### src/rtl/pipe_control_unit.sv
// pipe_control_unit: ID-stage decode plus ID/EX, EX/MEM, MEM/WB control pipeline
// with load-use stall, jump redirect and taken-branch squash.
module pipe_control_unit #(
    parameter int REG_AW = 5,
    parameter int OP_W   = 6,
    parameter int HAZ_EN = 1
) (
    input  logic              clk_i,
    input  logic              rst_i,
    input  logic [31:0]       instr_i,
    input  logic              branch_taken_i,
    output logic              pc_write_o,
    output logic              ifid_write_o,
    output logic              ifid_flush_o,
    output logic              jump_o,
    output logic              stall_o,
    output logic [OP_W:0]     ex_ctrl_o,
    output logic [2:0]        mem_ctrl_o,
    output logic [2:0]        wb_ctrl_o,
    output logic [REG_AW-1:0] wb_dst_o
);
    typedef struct packed {
        logic [OP_W-1:0]   alu_op;
        logic              alu_src;
        logic              branch;
        logic              mem_read;
        logic              mem_write;
        logic              reg_write;
        logic [1:0]        m2r;
        logic [REG_AW-1:0] dst;
    } bundle_t;

    bundle_t id, idex, exmem, memwb;
    logic [5:0] op;
    logic [REG_AW-1:0] rs, rt, rd;
    logic known, uses_rt, is_jump, hazard, unused_bits;

    assign op = instr_i[31:26];
    assign rs = REG_AW'(instr_i[25:21]);
    assign rt = REG_AW'(instr_i[20:16]);
    assign rd = REG_AW'(instr_i[15:11]);
    assign unused_bits = ^instr_i[10:0];
    assign known = op inside {6'h00, 6'h08, 6'h0a, 6'h23, 6'h2b, 6'h04, 6'h05, 6'h02, 6'h03};
    assign uses_rt = op inside {6'h00, 6'h04, 6'h05, 6'h2b};
    assign is_jump = op inside {6'h02, 6'h03};

    always_comb begin
        id = '0;
        case (op)
            6'h00: begin id.reg_write = |instr_i; id.dst = rd; end
            6'h08, 6'h0a: begin id.alu_src = 1'b1; id.reg_write = 1'b1; id.dst = rt; end
            6'h23: begin
                id.alu_src = 1'b1; id.mem_read = 1'b1; id.m2r = 2'd1;
                id.reg_write = 1'b1; id.dst = rt;
            end
            6'h2b: begin id.alu_src = 1'b1; id.mem_write = 1'b1; end
            6'h04, 6'h05: id.branch = 1'b1;
            6'h03: begin id.reg_write = 1'b1; id.m2r = 2'd2; id.dst = REG_AW'(5'd31); end
            default: ;
        endcase
        id.alu_op = known ? OP_W'(op) : '0;
        if (id.dst == '0) id.reg_write = 1'b0;
    end

    // A taken branch outranks the stall: the instruction in ID is squashed anyway.
    assign hazard = (HAZ_EN != 0) && !rst_i && !branch_taken_i && idex.mem_read && (idex.dst != '0)
                    && (idex.dst == rs || (uses_rt && idex.dst == rt));

    assign stall_o      = hazard;
    assign jump_o       = !rst_i && !branch_taken_i && !hazard && is_jump;
    assign pc_write_o   = !rst_i && !hazard;
    assign ifid_write_o = !rst_i && !hazard;
    assign ifid_flush_o = rst_i || branch_taken_i || jump_o;

    always_ff @(posedge clk_i) begin
        if (rst_i) begin
            idex  <= '0;
            exmem <= '0;
            memwb <= '0;
        end else begin
            idex  <= (branch_taken_i || hazard) ? '0 : id;
            exmem <= branch_taken_i ? '0 : idex;
            memwb <= exmem;
        end
    end

    assign ex_ctrl_o  = {idex.alu_op, idex.alu_src};
    assign mem_ctrl_o = {exmem.branch, exmem.mem_read, exmem.mem_write};
    assign wb_ctrl_o  = {memwb.reg_write, memwb.m2r};
    assign wb_dst_o   = memwb.dst;
endmodule
### config.mk
export PLATFORM = sky130hd
export DESIGN_NAME = pipe_control_unit
export DESIGN_NICKNAME = d
export VERILOG_FILES = /design/src/rtl/pipe_control_unit.sv
export SDC_FILE = /design/constraint.sdc
export NUM_CORES = 1
export LEC_CHECK = 0
export ABC_AREA = 1
export CORE_MARGIN = 4
export CORE_UTILIZATION = 60
export DETAILED_ROUTE_END_ITERATION = 6
export DONT_BUFFER_PORTS = 1
export GPL_TIMING_DRIVEN = 0
export PLACE_DENSITY = 0.76
export SETUP_SLACK_MARGIN = 0.15
export SLEW_MARGIN = 30
export SYNTH_ARGS = -nofsm -noshare
export SYNTH_HDL_FRONTEND = slang
export SYNTH_SLANG_ARGS = --single-unit
### constraint.sdc
create_clock -name clk_i -period 2.32 [get_ports clk_i]
set_input_delay 0.232 -clock clk_i [delete_from_list [all_inputs] [get_ports clk_i]]
set_output_delay 0.232 -clock clk_i [all_outputs]
set_load 0.005 [all_outputs]
# == Word-level counts from Yosys, hierarchy flattened ==
# Cells that the tools add are included.
# classes
eq_ne,10
n_mux,7
bitwise,1
n_reduce_logical,30
# ops
op,n
32-bit OR reduction,1
5-bit one-hot mux with 3 select lines,1
"6-bit by 2-bit == test with 1-bit output, second input constant",2
"6-bit by 3-bit == test with 1-bit output, second input constant",2
"6-bit by 4-bit == test with 1-bit output, second input constant",2
"6-bit == test, second input constant",2
5-bit == test,2
9-bit nonzero test,1
3-bit OR reduction,3
1-bit logical AND,8
4-bit OR reduction,2
6-bit zero test,1
2-bit OR reduction,3
5-bit zero test,1
5-bit nonzero test,1
1-bit logical OR,4
1-bit 2-to-1 mux,4
2-bit one-hot mux with 2 select lines,1
4-bit nonzero test,1
1-bit zero test,3
1-bit one-hot mux with 2 select lines,1
2-bit nonzero test,1
1-bit inverter,1
# totals
register_bits,37
in_bits,35
word_cells,65

# == Depth between registers and ports, before layout ==
# depth
depth_word,9
depth_mapped,11
depth_no_buf,10

# == Worst setup path after synthesis ==
# Ideal clock, no wire load.
# synth_timing
path_kind,reg2out
startpoint,register idex[3] (netlist name)
endpoint,output pc_write_o
arrival_time_ns,1.113
setup_slack_ns,0.975
stages_incl_launch_ff,12
path_buffers,1
path_cell_list,dfxtp_1 -> inv_1 -> nand2_1 -> nand2_1 -> nand3_1 -> nor2_1 -> nand2_1 -> nand2_1 -> nand2_2 -> inv_1 -> nor2_1 -> buf_4
# synth_between
elab_chain_cells,6
word_cells_on_any_way,9
cone_classes,eq/ne (2); reduce/logical (7)
# synth_rtl
element,line,rtl
from (decl),33,"bundle_t id, idex, exmem, memwb;"
from (signal assigned),81,idex <= (branch_taken_i || hazard) ? '0 : id;
5-bit == test,67,&& (idex.dst == rs || (uses_rt && idex.dst == rt));
1-bit logical AND,67,
1-bit logical OR,67,
1-bit logical AND (*),67,
named net stall_o,16,"output logic stall_o,"
1-bit zero test (*),--,
1-bit logical AND (*),--,
to (decl),12,"output logic pc_write_o,"
# The timed path passes the listed nets; every way through them passes the cells marked *.

# == Worst setup path after layout ==
# layout_timing
startpoint,register idex[1] (netlist name)
endpoint,output pc_write_o
# The elaborated chain is that of the path after synthesis.

==> flow_summary_export.csv <==
group,metric,value,unit
sta,finalCriticalPeriod,1.91,ns
detailed_routing,viasPerCell,4.89,
cts,post_cts_resized,0,
global_routing,overflow,0,
cts,holdBufCountCts,0,
logic_synthesis,avgSynthCellArea,7.45,um2
sta,grt_setup_unrepaired,"false",
critical_path,cp.required,2.09,ns
cells_and_area,num-fill-cells,220,
critical_path,end_kind,"output port",
cts,path_clk_slew,0.11,ns
cts,clkLatencyLatePin,0.34,ns
logic_synthesis,ys.warnings.count,0,
logic_synthesis,dominantRegCellSynth,"dfxtp_1",
logic_synthesis,synth_area,0.00168,mm2
cells_and_area,layout-drive-gt1-share,19.3,%
detailed_routing,final_antenna_net_count,0,
logic_synthesis,ys_seq_area_share,44.2,%
cells_and_area,final_core_utilization,70.0,%
placed_design,place_inst,255,
sta,setup_tns,0,ns
placed_design,dp_hpwl,2.34,mm
cells_and_area,nets,267,
pwr,power,1.17,mW
cts,cts_inserted_buffers,5,
floorplan,coreArea,0.00257,mm2
cts,cts_setup_buffers,0,
sta,finalHoldViolations,0,
outcome,status,"completed",
critical_path,arrival,1.68,ns
cts,cts-htree-levels,2,
floorplan,fp.dieH,60.8,um
sta,fin_crit_sh,82.4,%
logic_synthesis,synth_top_area_share,44.2,%
pwr,power_density,653,mW/mm2
cts,cts_max_path_buffers,2,
logic_synthesis,synthArstFlopShare,0,%
detailed_routing,vias,1287,
cells_and_area,syn2layout_area_growth,7.32,%
detailed_routing,wl_per_cell,10.9,um
critical_path,critical_path.startpoint_type,"flop",
worst_hold_path,min_path_type,"input port to flop",
global_routing,antenna_found_initial,0,
global_routing,grt_pass1_vias,1234,
run,cap_violations,0,
cts,clkSinkCount,37,
floorplan,die_x,60.8,um
cells_and_area,diodes,0,
sta,setup_violations,0,
cts,cts_tree,"done",
floorplan,die_area,0.00370,mm2
pwr,irDropWorstVdd,0.684,mV
detailed_routing,drc,0,
placed_design,dpl_cell_area,0.00171,mm2
detailed_routing,routed_wl,2.86,mm
logic_synthesis,synth-edff-count,0,
sta,finalClockSkew,0.0102,ns
cells_and_area,finalNonFillerCells,263,
critical_path,critPathKind,"flop to output port",
detailed_routing,drtIter0Drc,23,
placed_design,gp_congestion,0.820,
logic_synthesis,synth_area_leaders,"dfxtp_1 (44%), nor2_1 (13%), inv_1 (8.1%)",
global_routing,track_usage,17.6,%
sta,report.final.slew_viol_count,0,
detailed_routing,drt-pass1-iter-count,4,
cells_and_area,fin_area,0.00180,mm2
logic_synthesis,synthCells,225,
placed_design,io_buffers,0,
placed_design,dp_worst_setup_slack,0.767,ns
cts,cts_root_buf,"clkbuf_4",
critical_path,critPathMaxFanout,5,
floorplan,ios,58,
logic_synthesis,ys_ff_latch,37,
logic_synthesis,yosys.area.top_type,"dfxtp_1",
sta,fmax,0.523,GHz
logic_synthesis,yosysMostFrequentCell,"nor2_1",
sta,setup_ws,0.408,ns
critical_path,r2r_slack,0.98,ns
logic_synthesis,synth_fp_nets,260,
global_routing,grt_pass1_wl,4.84,mm
global_routing,grt_max_degree,12,
logic_synthesis,synth_common_cells,"nor2_1 (56), dfxtp_1 (37), inv_1 (36)",
sta,timing.hold.ws,0.0138,ns
logic_synthesis,synthDistinctLibCells,23,
floorplan,initial_utilization,65.3,%
floorplan,row_count,18,
pwr,p_leak,0.814,nW
## metal layers
metal	track usage [%]	share of wire, %	vias up
met4	9.29	2.1	0
met3	7.66	10	6
met5	0	0	-
li1	-	-	671
met2	29.8	48	55
met1	18.4	40	555
## worst paths after layout
| check | from | endpoint | cells past startpoint |
|---|---|---|---|
| worst max-delay path | idex[1]$_SDFF_PP0_ | pc_write_o | 11 |
| worst min-delay path | instr_i[29] | ex_ctrl_o[4]$_SDFF_PP0_ | 2 |
| worst max register to register | idex[1]$_SDFF_PP0_ | idex[10]$_SDFF_PP0_ | 8 |
| worst min register to register | exmem[4]$_SDFF_PP0_ | wb_dst_o[4]$_SDFF_PP0_ | 2 |
## state kept, by name (all words and copies together) (netlist names)
signal and flops:
idex 11, exmem 8, ex_ctrl_o 7, wb_dst_o 5, mem_ctrl_o 3, wb_ctrl_o 3
## cells in the final DEF (no fill, tap or decap)
cell        n
a21oi_1     5
and3_2      1
buf_4      11
buf_6       2
bufinv_16   1
clkbuf_1    2
clkbuf_4    5
clkbuf_8    1
conb_1      1
dfxtp_1    37
inv_1      36
inv_2       2
nand2_1    27
nand2_2     5
nand3_1     7
nand3_2     4
nand4_1     5
nor2_1     56
nor2_2      9
nor2_4      3
nor2_8      1
nor3_1      1
o21ai_0     3
or2_0       1
xnor2_1     4
xor2_1      3
## where the power goes
group	switching, mW	internal [mW]	leakage [nW]
sequential	0.00179	0.639	0.299
clock	0.199	0.257	0.0455
combinational	0.0458	0.0316	0.470
total	0.246	0.928	0.814
## logic make-up after synthesis
group	share of synthesized area [%]
DFF	44.2
and+or+nand+nor	34.5
AOI/OAI and AO/OA	2.39
xor gates and xnor gates	3.66
buffers and inverters	15.0
other	0.224
## cell type report
cell class                 count  area, um2  area share (%)
clock inverter                 1       30.0            1.67
clock buffer                   7       55.1            3.06
multi-input combinational    136        683            38.0
sequential                    37        741            41.2
tap                           30       37.5            2.09
inverter                      38        143            7.93
buffer                        14        109            6.05
## worst max-delay path: stages, from the launching register on
cell	delay, ns
dfxtp_1	0.40
inv_1	0.10
nand2_1	0.07
nand2_1	0.05
nand3_1	0.08
nor2_1	0.04
nand2_1	0.05
nand2_1	0.06
nand2_2	0.11
inv_1	0.09
nor2_1	0.17
buf_4	0.15
Note: power is estimated with default switching activity, not from simulation.
